===== config.mk =====
export PLATFORM = sky130hd
export DESIGN_NAME = serial_add_sub
export DESIGN_NICKNAME = d
export VERILOG_FILES = /design/src/rtl/serial_add_sub_pkg.sv /design/src/rtl/fa_cell.sv /design/src/rtl/serial_add_sub.sv
export SDC_FILE = /design/constraint.sdc
export NUM_CORES = 1
export LEC_CHECK = 0
export CAP_MARGIN = 20
export CORE_MARGIN = 5
export CORE_UTILIZATION = 40
export CTS_CLUSTER_DIAMETER = 150
export DETAILED_ROUTE_END_ITERATION = 10
export PLACE_DENSITY = 0.62
export SYNTH_ARGS = -nofsm -noshare
export SYNTH_HDL_FRONTEND = slang
export SYNTH_SLANG_ARGS = --single-unit
export TNS_END_PERCENT = 50

===== constraint.sdc =====
create_clock -name i_clk -period 1.7 [get_ports i_clk]
set_clock_uncertainty 0.2 [all_clocks]
set_input_delay 0.425 -clock i_clk [delete_from_list [all_inputs] [get_ports i_clk]]
set_output_delay 0.425 -clock i_clk [all_outputs]
set_load 0.005 [all_outputs]

===== src/rtl/serial_add_sub_pkg.sv =====
// Shared definitions for the bit-serial adder/subtractor: FSM encoding,
// mode codes and a compile-time log2 used to size the step counter.
package serial_add_sub_pkg;

  typedef enum logic [1:0] {
    IDLE = 2'd0,
    RUN  = 2'd1,
    DONE = 2'd2
  } state_t;

  localparam logic MODE_ADD = 1'b1;
  localparam logic MODE_SUB = 1'b0;

  function automatic int clog2(input int value);
    int result;
    result = 0;
    while ((1 << result) < value) result++;
    return result;
  endfunction

endpackage


===== src/rtl/fa_cell.sv =====
// Combinational 1-bit full adder; the single arithmetic cell reused every
// step of the serial operation.
module fa_cell (
  input  logic a,
  input  logic b,
  input  logic cin,
  output logic s,
  output logic cout
);

  assign s    = a ^ b ^ cin;
  assign cout = (a & b) | (a & cin) | (b & cin);

endmodule


===== src/rtl/serial_add_sub.sv =====
// Bit-serial add/subtract, LSB first, one result bit per clock through a
// registered carry; WIDTH cycles per op plus one DONE cycle.
module serial_add_sub
  import serial_add_sub_pkg::*;
#(
  parameter int WIDTH = 4
) (
  input  logic             i_clk,
  input  logic             i_rst,
  input  logic             i_start,
  input  logic             i_mode,
  input  logic [WIDTH-1:0] i_var1,
  input  logic [WIDTH-1:0] i_var2,
  output logic [WIDTH-1:0] o_res,
  output logic             o_carry,
  output logic             o_busy,
  output logic             o_done
);

  localparam int CNT_W = (clog2(WIDTH) < 1) ? 1 : clog2(WIDTH);

  state_t           state;
  state_t           state_nxt;
  logic             accept;
  logic [WIDTH-1:0] a_sh;
  logic [WIDTH-1:0] b_sh;
  logic [WIDTH-1:0] r_sh;
  logic             carry;
  logic [CNT_W-1:0] cnt;
  logic             last;
  logic             sum;
  logic             cout;

  fa_cell u_fa (
    .a    (a_sh[0]),
    .b    (b_sh[0]),
    .cin  (carry),
    .s    (sum),
    .cout (cout)
  );

  assign last = (cnt == CNT_W'(WIDTH - 1));

  always_comb begin
    state_nxt = state;
    accept    = 1'b0;
    case (state)
      IDLE: begin
        if (i_start) begin
          accept    = 1'b1;
          state_nxt = RUN;
        end
      end
      RUN: begin
        if (last) state_nxt = DONE;
      end
      DONE: begin
        if (i_start) begin
          accept    = 1'b1;
          state_nxt = RUN;
        end else begin
          state_nxt = IDLE;
        end
      end
      default: state_nxt = IDLE;
    endcase
  end

  always_ff @(posedge i_clk) begin
    if (i_rst) begin
      state   <= IDLE;
      a_sh    <= '0;
      b_sh    <= '0;
      r_sh    <= '0;
      carry   <= 1'b0;
      cnt     <= '0;
      o_res   <= '0;
      o_carry <= 1'b0;
    end else begin
      state <= state_nxt;
      if (accept) begin
        // Subtraction runs as A + ~B + 1: invert B and preset the carry.
        a_sh  <= i_var1;
        b_sh  <= (i_mode == MODE_ADD) ? i_var2 : ~i_var2;
        carry <= (i_mode == MODE_SUB);
        cnt   <= '0;
      end else if (state == RUN) begin
        a_sh  <= a_sh >> 1;
        b_sh  <= b_sh >> 1;
        r_sh  <= {sum, r_sh[WIDTH-1:1]};
        carry <= cout;
        cnt   <= cnt + 1'b1;
        if (last) begin
          o_res   <= {sum, r_sh[WIDTH-1:1]};
          o_carry <= cout;
        end
      end
    end
  end

  assign o_busy = (state == RUN);
  assign o_done = (state == DONE);

endmodule


==> results of run 1 <==
## path summary, 6_finish.rpt
| path | startpoint | end | slack (ns) | cells after the start |
|---|---|---|---|---|
| setup / recovery | state[1]$_SDFFE_PP0P_ | o_busy | 0.12 | 3 |
| hold / removal | o_res[3]$_SDFFE_PP0P_ | o_res[3]$_SDFFE_PP0P_ | 0.26 | 2 |
| setup reg to reg | state[0]$_SDFFE_PP0P_ | a_sh[1]$_SDFFE_PP0P_ | 0.31 | 4 |
| hold reg to reg | o_res[3]$_SDFFE_PP0P_ | o_res[3]$_SDFFE_PP0P_ | 0.26 | 2 |
## routing by layer
layer	up-vias	track usage (%)	share of wire, %
li1	386	-	-
met1	355	13.3	45
met2	22	21.9	49
met3	2	4.07	5.4
met4	0	3.97	0.73
met5	-	0	0
## power groups by stage
stage          clock network, W  logic (W)  registers [W]
6_report               0.000242   0.000152       0.000531
5_1_grt                0.000278   0.000169       0.000534
4_1_cts                0.000257   0.000154       0.000531
3_5_place_dp                  0   0.000153       0.000541
3_3_place_gp                  0   0.000151       0.000540
2_1_floorplan                 0  0.0000972       0.000538
## registers in the layout (all words and copies together), names as in the netlist
name,count
a_sh,4
b_sh,4
carry,1
cnt,2
o_carry,1
o_res,4
r_sh,3
state,2
## what timing repair did
action / CTS / global route
setup endpoints to repair: 7 / 2
setup buffers: 0 / 0
resized for setup: 16 / 4
## metrics by stage
step | setup TNS, ns | power, W
6_report | 0 | 0.000924
5_1_grt | 0 | 0.000981
4_1_cts | 0 | 0.000941
3_5_place_dp | -0.167 | 0.000694
3_3_place_gp | -0.0494 | 0.000690
2_1_floorplan | 0 | 0.000635
## layout make-up
type / instances / area (µm²) / share of cell area (%)
Sequential cell: 21 / 429 / 37.2
Multi-Input combinational cell: 70 / 427 / 37.0
Timing Repair Buffer: 25 / 229 / 19.8
Tap cell: 28 / 35.0 / 3.04
Clock buffer: 3 / 22.5 / 1.95
Inverter: 1 / 6.26 / 0.542
Clock inverter: 1 / 5.00 / 0.434
## synthesized netlist by cell type, drive strengths merged
master / instances / area [µm²]
a2bb2oi: 1 / 8.76
dfxtp: 21 / 420
nand2b: 2 / 17.5
nand3: 11 / 55.1
a22oi: 4 / 30.0
mux2i: 2 / 20.0
buf: 5 / 37.5
nor3: 3 / 15.0
nor2: 4 / 15.0
fa: 1 / 20.0
a21oi: 14 / 70.1
xnor2: 5 / 43.8
nand3b: 1 / 7.51
clkbuf: 2 / 7.51
inv: 1 / 6.26
nor2b: 2 / 12.5
a311oi: 2 / 23.8
ha: 1 / 12.5
o21a: 1 / 7.51
nand2: 16 / 60.1
## kinds of logic after synthesis
group,share of synthesized area (%)
DFF,47.2
xor gates and xnor gates,4.92
and+or+nand+nor,20.5
adders and majority gates,3.65
AOI/OAI and AO/OA,15.7
muxes,2.25
buffers and inverters,5.76
## tightest hold or removal path: cells and delay by family (launching register included)
kind | cells | cell delay (ns)
AO/OA/AOI/OAI | 1 | 0.05
flip-flops | 1 | 0.34
AND/OR/NAND/NOR | 1 | 0.05
==> results by stage, run 1 <==
Power:
- Internal power comes to 0.000683 W.
- The power spent charging and discharging nets is 0.000242 W.
- The leakage power total is between 0.4 and 0.5 nW.
- The clock network fraction of total power is 26.2%.
- Registers are responsible for 57.4% of the overall power.
- Net switching is between 20% and 30% of the power.
- The power density relative to cell area is 801 mW/mm².
- The combinational power share is 16.4%.
- The peak supply drop is 0.513 mV.

CTS:
- The longest clock path from root to sink contains 2 buffers.
- The number of hold buffers added after cts is 0.
- The maximum level of the CTS H-tree is 1.
- The CTS buffer count is 3.
- The count of clock tree sinks is 21.
- TritonCTS built the clock tree.
- Clock-pin slew was measured on the worst setup and hold paths at approximately 0.12 ns.
- In this run the clock root is driven by a clkbuf_4.
- The clock insertion delay at the later pin of the skew report is 0.31 ns.

Cells and area:
- The area added between synthesis and finish is 29.5%.
- The final design instance area without fill is 0.00115 mm².
- The library cell used most frequently in the layout, excluding fill and tap cells, is nand2_1.
- For this run, the post-layout net count is 136.
- Once layout is complete, the utilization of the core stands at 53.2%.
- The proportion of layout cells with a drive suffix above 1 is about a fifth.
- The number of inserted diodes is 0.
- The fill cell instance count of the final layout is 218.
- The finished layout holds around 150 standard cells, fillers aside.
- In the layout the commonest cells are nand2_1 (16), a21oi_1 (14), dfxtp_1 (14).

GRT:
- The number of antenna violations at the first check in global routing is 0.
- The first global-routing pass estimated 3.11 mm of wire.
- The global router's overall resource usage is 12.2%.
- The via count of the first global-routing pass came to 730.
- Entering global routing, the biggest net connects 22 pins.
- The global route total overflow is 0.

Setup path:
- The signal on the critical path passes through nand2b_4 > inv_4 > clkbuf_2.
- The type of destination of the critical path is an output pin.
- For the worst setup path, the data required time is 1.07 ns.
- The start-to-end type of the worst setup path is reg -> out.
- In this run the worst path has a maximum fanout of 3.
- The slowest stage of the critical path belongs to the cell dfxtp_2.
- The data arrival time of the worst path is 0.95 ns.
- The launching element type of the critical path is a register.
- The critical path contains buffers and inverters numbering 2 combined.
- The critical path's largest stage delay is 0.35 ns.
- The cell family contributing the most delay on the critical path is flip-flops.

Floorplan:
- The total area inside the core boundary comes to 0.00217 mm².
- The chip width is 57.2 µm.
- The die outline area is about 0.0033 mm².
- The number of standard-cell rows in the floorplan is 17.
- The total I/O pin count is 19.
- The starting density of the core is 41.1%.
- The vertical die dimension is 57.2 µm.

Timing:
- The worst path setup slack after routing is 0.121 ns.
- The share of the cycle needed by the critical path after routing is between 90% and 100%.
- The final-report hold violation count is 0.
- The worst pin sits at a relative slew slack of between 80% and 90%.
- Based on the critical path, the design can be clocked at up to about 630 MHz.
- The number of slew-limit violations in the final report is 0.
- At the pin with the least slew margin, the transition time is approximately 0.27 ns.
- Setup violations remaining at the end of the flow were counted as 0.
- Setup repair after global routing left no endpoint under its margin.
- The post-layout minimum cycle time is about 1.6 ns.
- The tightest hold path in the finished design has a slack of between 0.2 and 0.3 ns.

Routing:
- The count of antenna-violating nets left after detailed routing is 0.
- The detail-routed via count per cell is 5.13.
- The pre-antenna-repair detailed-routing pass consisted of 4 iterations.
- The routed wirelength normalized by instance count is 11.9 µm.
- The overall routed net length is 1.77 mm.
- In the routed design, unresolved DRC markers number 0.
- The number of DRC markers after the initial detailed-route iteration is 10.
- The total number of vias is roughly 770.

Placement:
- The total placed cells including tap cells is approximately 150.
- The HPWL after detailed placement is 1.24 mm.
- The post-placement setup slack is -0.0645 ns.
- Port buffering added 18 buffers.
- The post-detailed-placement cell area is 0.00113 mm².
- At the end of routability-driven placement, the weighted congestion stood at 0.690.

Yosys:
- In this run the mean area of a mapped cell was 9.00 µm².
- The share of the Yosys chip area taken by registers is 47.2%.
- The number of synthesized register bits is 21.
- The synthesized netlist contains 22 unique library cells.
- The mapped netlist covers 891 µm².
- The total number of yosys warnings is 0.
- Counting every net in the synthesized netlist gives between 100 and 150.
- The synthesized netlist cell count is between 90 and 100.

Worst hold path:
- The class of the worst hold path is reg -> reg.

Flow run:
- Across the run, the number of max-cap violations was 0.

Status:
- The run finished with clean final reports.
No activity file was read; power rests on OpenSTA's default activity.
==> run 2, diff against run 1 <==
--- a/config.mk
+++ b/config.mk
@@ -7,10 +7,10 @@
 export LEC_CHECK = 0
 export CAP_MARGIN = 20
 export CORE_MARGIN = 5
-export CORE_UTILIZATION = 40
+export CORE_UTILIZATION = 45
 export CTS_CLUSTER_DIAMETER = 150
 export DETAILED_ROUTE_END_ITERATION = 10
-export PLACE_DENSITY = 0.62
+export PLACE_DENSITY = 0.69
 export SYNTH_ARGS = -nofsm -noshare
 export SYNTH_HDL_FRONTEND = slang
 export SYNTH_SLANG_ARGS = --single-unit
==> results by stage, run 2 (same netlist as run 1, synthesis figures left out) <==
Setup path:
- The most critical setup path has its startpoint at state[1]$_SDFFE_PP0P_.
- The worst setup path is captured at an output pin.
- The minimum setup slack among reg-to-reg paths was 0.30 ns (about the same).
- The count of buffer and inverter cells on the critical path is 1 (-1).
- The signal on the critical path passes through nor2b_1 > clkdlybuf4s15_1.
- The number of stages on the worst setup path came to 2 (-1).
- On the critical path, the stage with the largest delay is an instance of dfxtp_2.
- In this run the critical register-to-register path is launched from state[0]$_SDFFE_PP0P_.
- The critical path's largest stage delay is 0.36 ns (about the same).
- The worst setup path is of the reg -> out kind.
- The data required time at the worst endpoint is 1.07 ns (about the same).
- Broken down by cell family, the worst path's largest delay share belongs to flip-flops.
- The launching element type of the critical path is a register.
- In this run the critical register-to-register path is captured at a_sh[1]$_SDFFE_PP0P_.
- The endpoint of the worst setup timing path is o_done.
- The data arrival time of the worst path is 0.99 ns (+0.04 ns).
- The peak fanout along the critical path came to 3 (unchanged).
- The logic depth of the worst register-to-register path is 4 (unchanged).

Floorplan:
- The die outline area is 0.00297 mm² (-9.2%).
- The chip width is 54.5 µm (-4.7%).
- The total I/O pin count is 19 (unchanged).
- The core footprint is 0.00192 mm² (-11%).
- The starting density of the core was 46.4% (+5.3 points).
- The vertical die dimension is 54.5 µm (-4.7%).
- The number of standard-cell rows in the floorplan is 16 (-1).

Timing:
- The share of the cycle needed by the critical path after routing is 94.9% (+2.0 points).
- The peak clock frequency supported by timing came to 620 MHz (-2.1%).
- The number of setup violations in the final report was 0 (unchanged).
- The headroom to the max-slew limit is 83.0% (+0.75 points).
- The transition at the pin with the smallest max-transition slack is 0.254 ns (-0.0113 ns).
- The number of slew-limit violations in the final report is 0 (unchanged).
- The post-layout minimum cycle time is 1.61 ns (+0.0342 ns).
- The final-report hold violation count came to 0 (unchanged).
- Setup repair after global routing left no endpoint under its margin.

Worst hold path:
- The class of the worst hold path is reg -> reg.

Routing:
- The post-detailed-route DRC marker count came to 0 (unchanged).
- The overall routed net length is 1.77 mm (unchanged).
- The detail-routed via count per cell is 5.16 (+0.48%).
- The routed wirelength normalized by instance count is 11.7 µm (-1.3%).
- The count of antenna-violating nets left after detailed routing is 0 (unchanged).
- The detailed-routing iteration count for the pre-antenna-repair pass is 4 (unchanged).
- The total number of vias came to 779 (+1.8%).
- The number of DRC markers after the initial detailed-route iteration is 10 (unchanged).

GRT:
- The number of antenna violations at the first check in global routing is 0 (unchanged).
- The global route total overflow is 0 (unchanged).
- The global router's overall resource usage is 14.1% (+2.0 points).
- The largest net degree at the start of global routing is 18 (-18%).
- The via count of the first global-routing pass was 697 (-4.5%).
- The first-pass GRT wire length is 2.91 mm (-6.4%).

Power:
- The leakage power total came to 0.457 nW (+2.4%).
- The power density relative to cell area is 791 mW/mm² (-1.3%).
- The post-route total power was 0.000921 W (-0.39%).
- The peak supply drop is 0.422 mV (-18%).

Status:
- The run finished with clean final reports.

Cells and area:
- The number of inserted diodes came to 0 (unchanged).
- The commonest non-fill, non-tap cell in the layout is nand2_1.
- In the layout the commonest cells are nand2_1 (16), dfxtp_1 (15), a21oi_1 (14).
- The final design instance area without fill is 0.00116 mm² (+0.87%).
- In the final layout, the registers with the most flip-flops are a_sh x4, b_sh x4, o_res x4.
- The fill cell instance count of the final layout is 188 (-14%).
- The net total in the final layout is 139 (+2.2%).
- The area added between synthesis and finish is 30.6%.
- The proportion of layout cells with a drive suffix above 1 is 20.2% (-0.50 points).

CTS:
- The clock insertion delay at the later pin of the skew report is 0.30 ns (about the same).
- The buffer levels on the longest clock path is 2 (unchanged).
- The maximum level of the CTS H-tree is 1 (unchanged).
- The TritonCTS clock tree is done.
- The post-CTS clock slew at the launch and capture registers of the worst setup and hold paths was 0.11 ns (about the same).
- The tree is rooted in a clkbuf_4.
- The count of clock tree sinks came to 21 (unchanged).
- The CTS buffer count is 3 (unchanged).

Placement:
- The post-detailed-placement cell area is 0.00113 mm² (+0.11%).
- The final estimated routing congestion in global placement came to 0.752 (+8.9%).
- The HPWL after detailed placement is 1.29 mm (+4.3%).
- The count of input and output buffers is 18 (unchanged).

Flow run:
- The number of maximum-capacitance violations is 0 (unchanged).
[run 2: changes by cell type in the layout (fill, tap and decap cells not counted), sizes merged]
cell           change
clkbuf             -2
clkdlybuf4s15      +1
buf                +4
[run 2: repair_timing]
action,in CTS,in global routing
buffers inserted,1,0
resized for setup,16,2
pin swaps,0,0
setup endpoints to repair,7,2
hold buffers,0,0
[run 2: worst min-delay path by stage]
stage	slack [ns]	cells after the start	startpoint	end
finish	0.26	2	o_res[1]$_SDFFE_PP0P_	o_res[1]$_SDFFE_PP0P_
global route	0.28	2	r_sh[1]$_SDFFE_PP0P_	r_sh[1]$_SDFFE_PP0P_
CTS	0.26	2	o_res[1]$_SDFFE_PP0P_	o_res[1]$_SDFFE_PP0P_
detailed placement	0.25	2	o_res[1]$_SDFFE_PP0P_	o_res[1]$_SDFFE_PP0P_
global placement	0.24	2	o_res[2]$_SDFFE_PP0P_	o_res[2]$_SDFFE_PP0P_
floorplan	0.24	2	r_sh[1]$_SDFFE_PP0P_	r_sh[1]$_SDFFE_PP0P_
[run 2: worst min-delay path, stage by stage (launching register included)]
cell and delay [ns]:
dfxtp_2 0.33, nand2_1 0.04, a21oi_1 0.05
[run 2: where the power goes]
group          switching [W]  total [W]  internal, W
registers          0.0000155   0.000530     0.000515
clock network       0.000151   0.000239    0.0000878
logic              0.0000717   0.000151    0.0000794
[run 2: through the flow]
step / setup TNS (ns) / hold slack, ns / setup WS [ns] / std cells / util (%)
after floorplan: 0 / 0.237 / 0.339 / 99 / -
after global placement: -0.195 / 0.243 / -0.0401 / 146 / 58.7
after detailed placement: -0.363 / 0.249 / -0.0892 / 146 / 58.7
after CTS: 0 / 0.260 / 0.0158 / 151 / 60.8
after global routing: 0 / 0.281 / 0.00810 / 151 / 60.5
final: 0 / 0.256 / 0.0870 / 151 / 60.5
[run 2: metal layers]
metal	share of wire, %	GRT usage (%)	vias to the layer above
li1	-	-	391
met1	43	15.0	361
met2	48	24.3	22
met3	6.0	4.09	5
met4	2.5	8.71	0
met5	0	0	-
[run 2: final cells by class]
| cell class | instances | area [µm²] | share of cell area [%] |
|---|---|---|---|
| clock buffer | 3 | 22.5 | 1.94 |
| clock inverter | 1 | 5.00 | 0.430 |
| inverter | 1 | 6.26 | 0.538 |
| multi-input combinational | 70 | 424 | 36.5 |
| sequential | 21 | 428 | 36.8 |
| tap | 27 | 33.8 | 2.90 |
| timing repair buffer | 28 | 244 | 21.0 |
==> run 3, diff against run 2 <==
--- a/config.mk
+++ b/config.mk
@@ -7,10 +7,10 @@
 export LEC_CHECK = 0
 export CAP_MARGIN = 20
 export CORE_MARGIN = 5
-export CORE_UTILIZATION = 45
+export CORE_UTILIZATION = 48
 export CTS_CLUSTER_DIAMETER = 150
 export DETAILED_ROUTE_END_ITERATION = 10
-export PLACE_DENSITY = 0.69
+export PLACE_DENSITY = 0.73
 export SYNTH_ARGS = -nofsm -noshare
 export SYNTH_HDL_FRONTEND = slang
 export SYNTH_SLANG_ARGS = --single-unit
==> constraint.sdc (replaced) <==
create_clock -name i_clk -period 1.7 [get_ports i_clk]
set_clock_uncertainty 0.2 [all_clocks]
set_input_delay 0.34 -clock i_clk [delete_from_list [all_inputs] [get_ports i_clk]]
set_output_delay 0.34 -clock i_clk [all_outputs]
set_load 0.005 [all_outputs]
==> results by stage, run 3 (same netlist as run 1, synthesis figures left out) <==
Cells and area:
- The largest registers in the layout are a_sh x4, b_sh x4, o_res x4.
- The proportion of layout cells with a drive suffix above 1 is 18.0% (-2.1 points).
- In the layout the commonest cells are nand2_1 (16), a21oi_1 (14), dfxtp_1 (14).
- The commonest non-fill, non-tap cell in the layout is nand2_1.
- The fill cell instance count of the final layout is 154 (-18%).
- The final standard cell count with taps included and fillers excluded is 147 (-2.6%).
- The net total in the final layout is 137 (-1.4%).
- Relative to the synthesized area, the layout overhead comes to 32.9%.
- The final design instance area without fill is 0.00118 mm² (+1.7%).
- The number of inserted diodes is 0 (unchanged).

Timing:
- The post-layout minimum cycle time is 1.58 ns (-0.0295 ns).
- The share of the cycle needed by the critical path after routing is 93.1% (-1.7 points).
- The post-route worst hold slack is 0.253 ns (-0.00248 ns).
- The headroom to the max-slew limit is 82.9% (-0.12 points).
- The transition at the pin with the smallest max-transition slack is 0.256 ns (+0.00182 ns).
- The peak clock frequency supported by timing is 632 MHz (+1.9%).
- The final sum of negative setup slack is 0 ns (unchanged).
- The final-report hold violation count was 0 (unchanged).
- Setup repair after global routing left no endpoint under its margin.
- The number of setup violations in the final report came to 0 (unchanged).
- The number of slew-limit violations in the final report is 0 (unchanged).

Setup path:
- The critical path's largest stage delay was 0.37 ns (about the same).
- The data arrival time of the worst path was 1.04 ns (+0.05 ns).
- The type of destination of the critical path is an output pin.
- The launching element type of the critical path is a register.
- On the critical path, the stage with the largest delay is an instance of dfxtp_2.
- The peak fanout along the critical path is 5 (+2).
- The data required time at the worst endpoint came to 1.16 ns (+0.09 ns).
- Traced cell by cell, the critical path runs through nor2b_1 > dlygate4sd2_1.
- Among cell families on the critical path, the largest total delay comes from flip-flops.
- The start-to-end type of the worst setup path is reg -> out.
- The count of buffer and inverter cells on the critical path is 1 (unchanged).

CTS:
- The count of clock tree sinks is 21 (unchanged).
- TritonCTS built the clock tree.
- The post-CTS clock slew at the launch and capture registers of the worst setup and hold paths came to 0.11 ns (about the same).
- The maximum level of the CTS H-tree is 1 (unchanged).
- The buffer levels on the longest clock path came to 2 (unchanged).
- The CTS buffer count was 3 (unchanged).
- The tree is rooted in a clkbuf_4.
- The clock insertion delay at the later pin of the skew report is 0.30 ns (about the same).

Floorplan:
- The chip width is 53.1 µm (-2.6%).
- The total I/O pin count is 19 (unchanged).
- The starting density of the core was 51.0% (+4.7 points).
- The die outline area came to 0.00282 mm² (-5.1%).
- The core footprint is 0.00175 mm² (-9.2%).
- The number of standard-cell rows in the floorplan is 15 (-1).
- The vertical die dimension is 53.1 µm (-2.6%).

Routing:
- The routed wirelength normalized by instance count is 12.4 µm (+5.9%).
- The detailed-routing iteration count for the pre-antenna-repair pass is 4 (unchanged).
- The detail-routed via count per cell came to 5.32 (+3.1%).
- The overall routed net length came to 1.82 mm (+3.1%).
- The total number of vias was 782 (+0.39%).
- The count of antenna-violating nets left after detailed routing is 0 (unchanged).
- The post-detailed-route DRC marker count is 0 (unchanged).
- The number of DRC markers after the initial detailed-route iteration is 16 (+6).

GRT:
- The via count of the first global-routing pass was 734 (+5.3%).
- The global router's overall resource usage came to 14.7% (+0.61 points).
- The first-pass GRT wire length is 3.06 mm (+5.2%).
- The largest net degree at the start of global routing is 22 (+4).
- The global route total overflow is 0 (unchanged).
- The number of antenna violations at the first check in global routing is 0 (unchanged).

Power:
- The peak supply drop is 0.518 mV (+23%).
- The power density relative to cell area is 776 mW/mm² (-2.0%).
- The post-route total power is 0.000918 W (-0.28%).
- The leakage power total came to 0.535 nW (+17%).

Status:
- The run finished with clean final reports.

Placement:
- The count of input and output buffers is 18 (unchanged).
- The total placed cells including tap cells is 142 (-2.7%).
- The final estimated routing congestion in global placement is 0.728 (-3.2%).
- The post-detailed-placement cell area was 0.00112 mm² (-0.44%).
- The HPWL after detailed placement is 1.25 mm (-2.8%).

Flow run:
- The number of maximum-capacitance violations was 0 (unchanged).

Worst hold path:
- In this run the worst hold path is classified as reg -> reg.
[run 3: changes by cell type in the layout (fill, tap and decap cells not counted), sizes merged]
cell,change
dlymetal6s2s,+6
clkdlybuf4s15,-1
buf,-3
clkinv,-1
dlygate4sd2,-4
clkbuf,+1
[run 3: area by class of cell]
class	count	area, µm²	area share, %
Tap cell	25	31.3	2.64
Timing Repair Buffer	26	267	22.5
Multi-Input combinational cell	70	424	35.8
Clock buffer	4	26.3	2.22
Sequential cell	21	429	36.3
Inverter	1	6.26	0.529
[run 3: repair_timing]
item | in CTS | in global routing
cloned | 0 | 0
resized for setup | 4 | 11
setup buffers | 0 | 1
hold buffers | 0 | 0
setup endpoints to repair | 3 | 6
[run 3: report_power, final]
part	internal, W	switching (W)	total [W]
registers	0.000515	0.0000161	0.000531
clock network	0.0000914	0.000144	0.000236
logic	0.0000797	0.0000712	0.000151
total	0.000687	0.000232	0.000918
[run 3: path summary, 6_finish.rpt]
kind | from | endpoint | slack, ns | depth (start not counted)
max | state[0]$_SDFFE_PP0P_ | o_done | 0.12 | 2
min | o_res[0]$_SDFFE_PP0P_ | o_res[0]$_SDFFE_PP0P_ | 0.25 | 2
max reg2reg | carry$_SDFFE_PP0P_ | o_res[3]$_SDFFE_PP0P_ | 0.33 | 3
min reg2reg | o_res[0]$_SDFFE_PP0P_ | o_res[0]$_SDFFE_PP0P_ | 0.25 | 2
[run 3: per-layer routing]
metal / track usage [%] / wire length (µm) / vias to the layer above
met5: 0 / 0 / -
met4: 2.55 / 12 / 0
met3: 5.07 / 133 / 2
met2: 27.5 / 934 / 25
met1: 16.0 / 742 / 363
li1: - / - / 392
[run 3: through the flow]
step,util [%],worst slack [ns]
detailed placement,64.3,-0.0112
global route,67.8,0.0458
floorplan,-,0.415
CTS,66.2,-0.179
global placement,64.3,0.0491
finish,67.8,0.117
[run 3: worst register-to-register path, cell delays in order, from the launching register on]
cell and delay (ns):
dfxtp_1 0.34, fa_1 0.56, nand3_1 0.08, a21oi_1 0.12
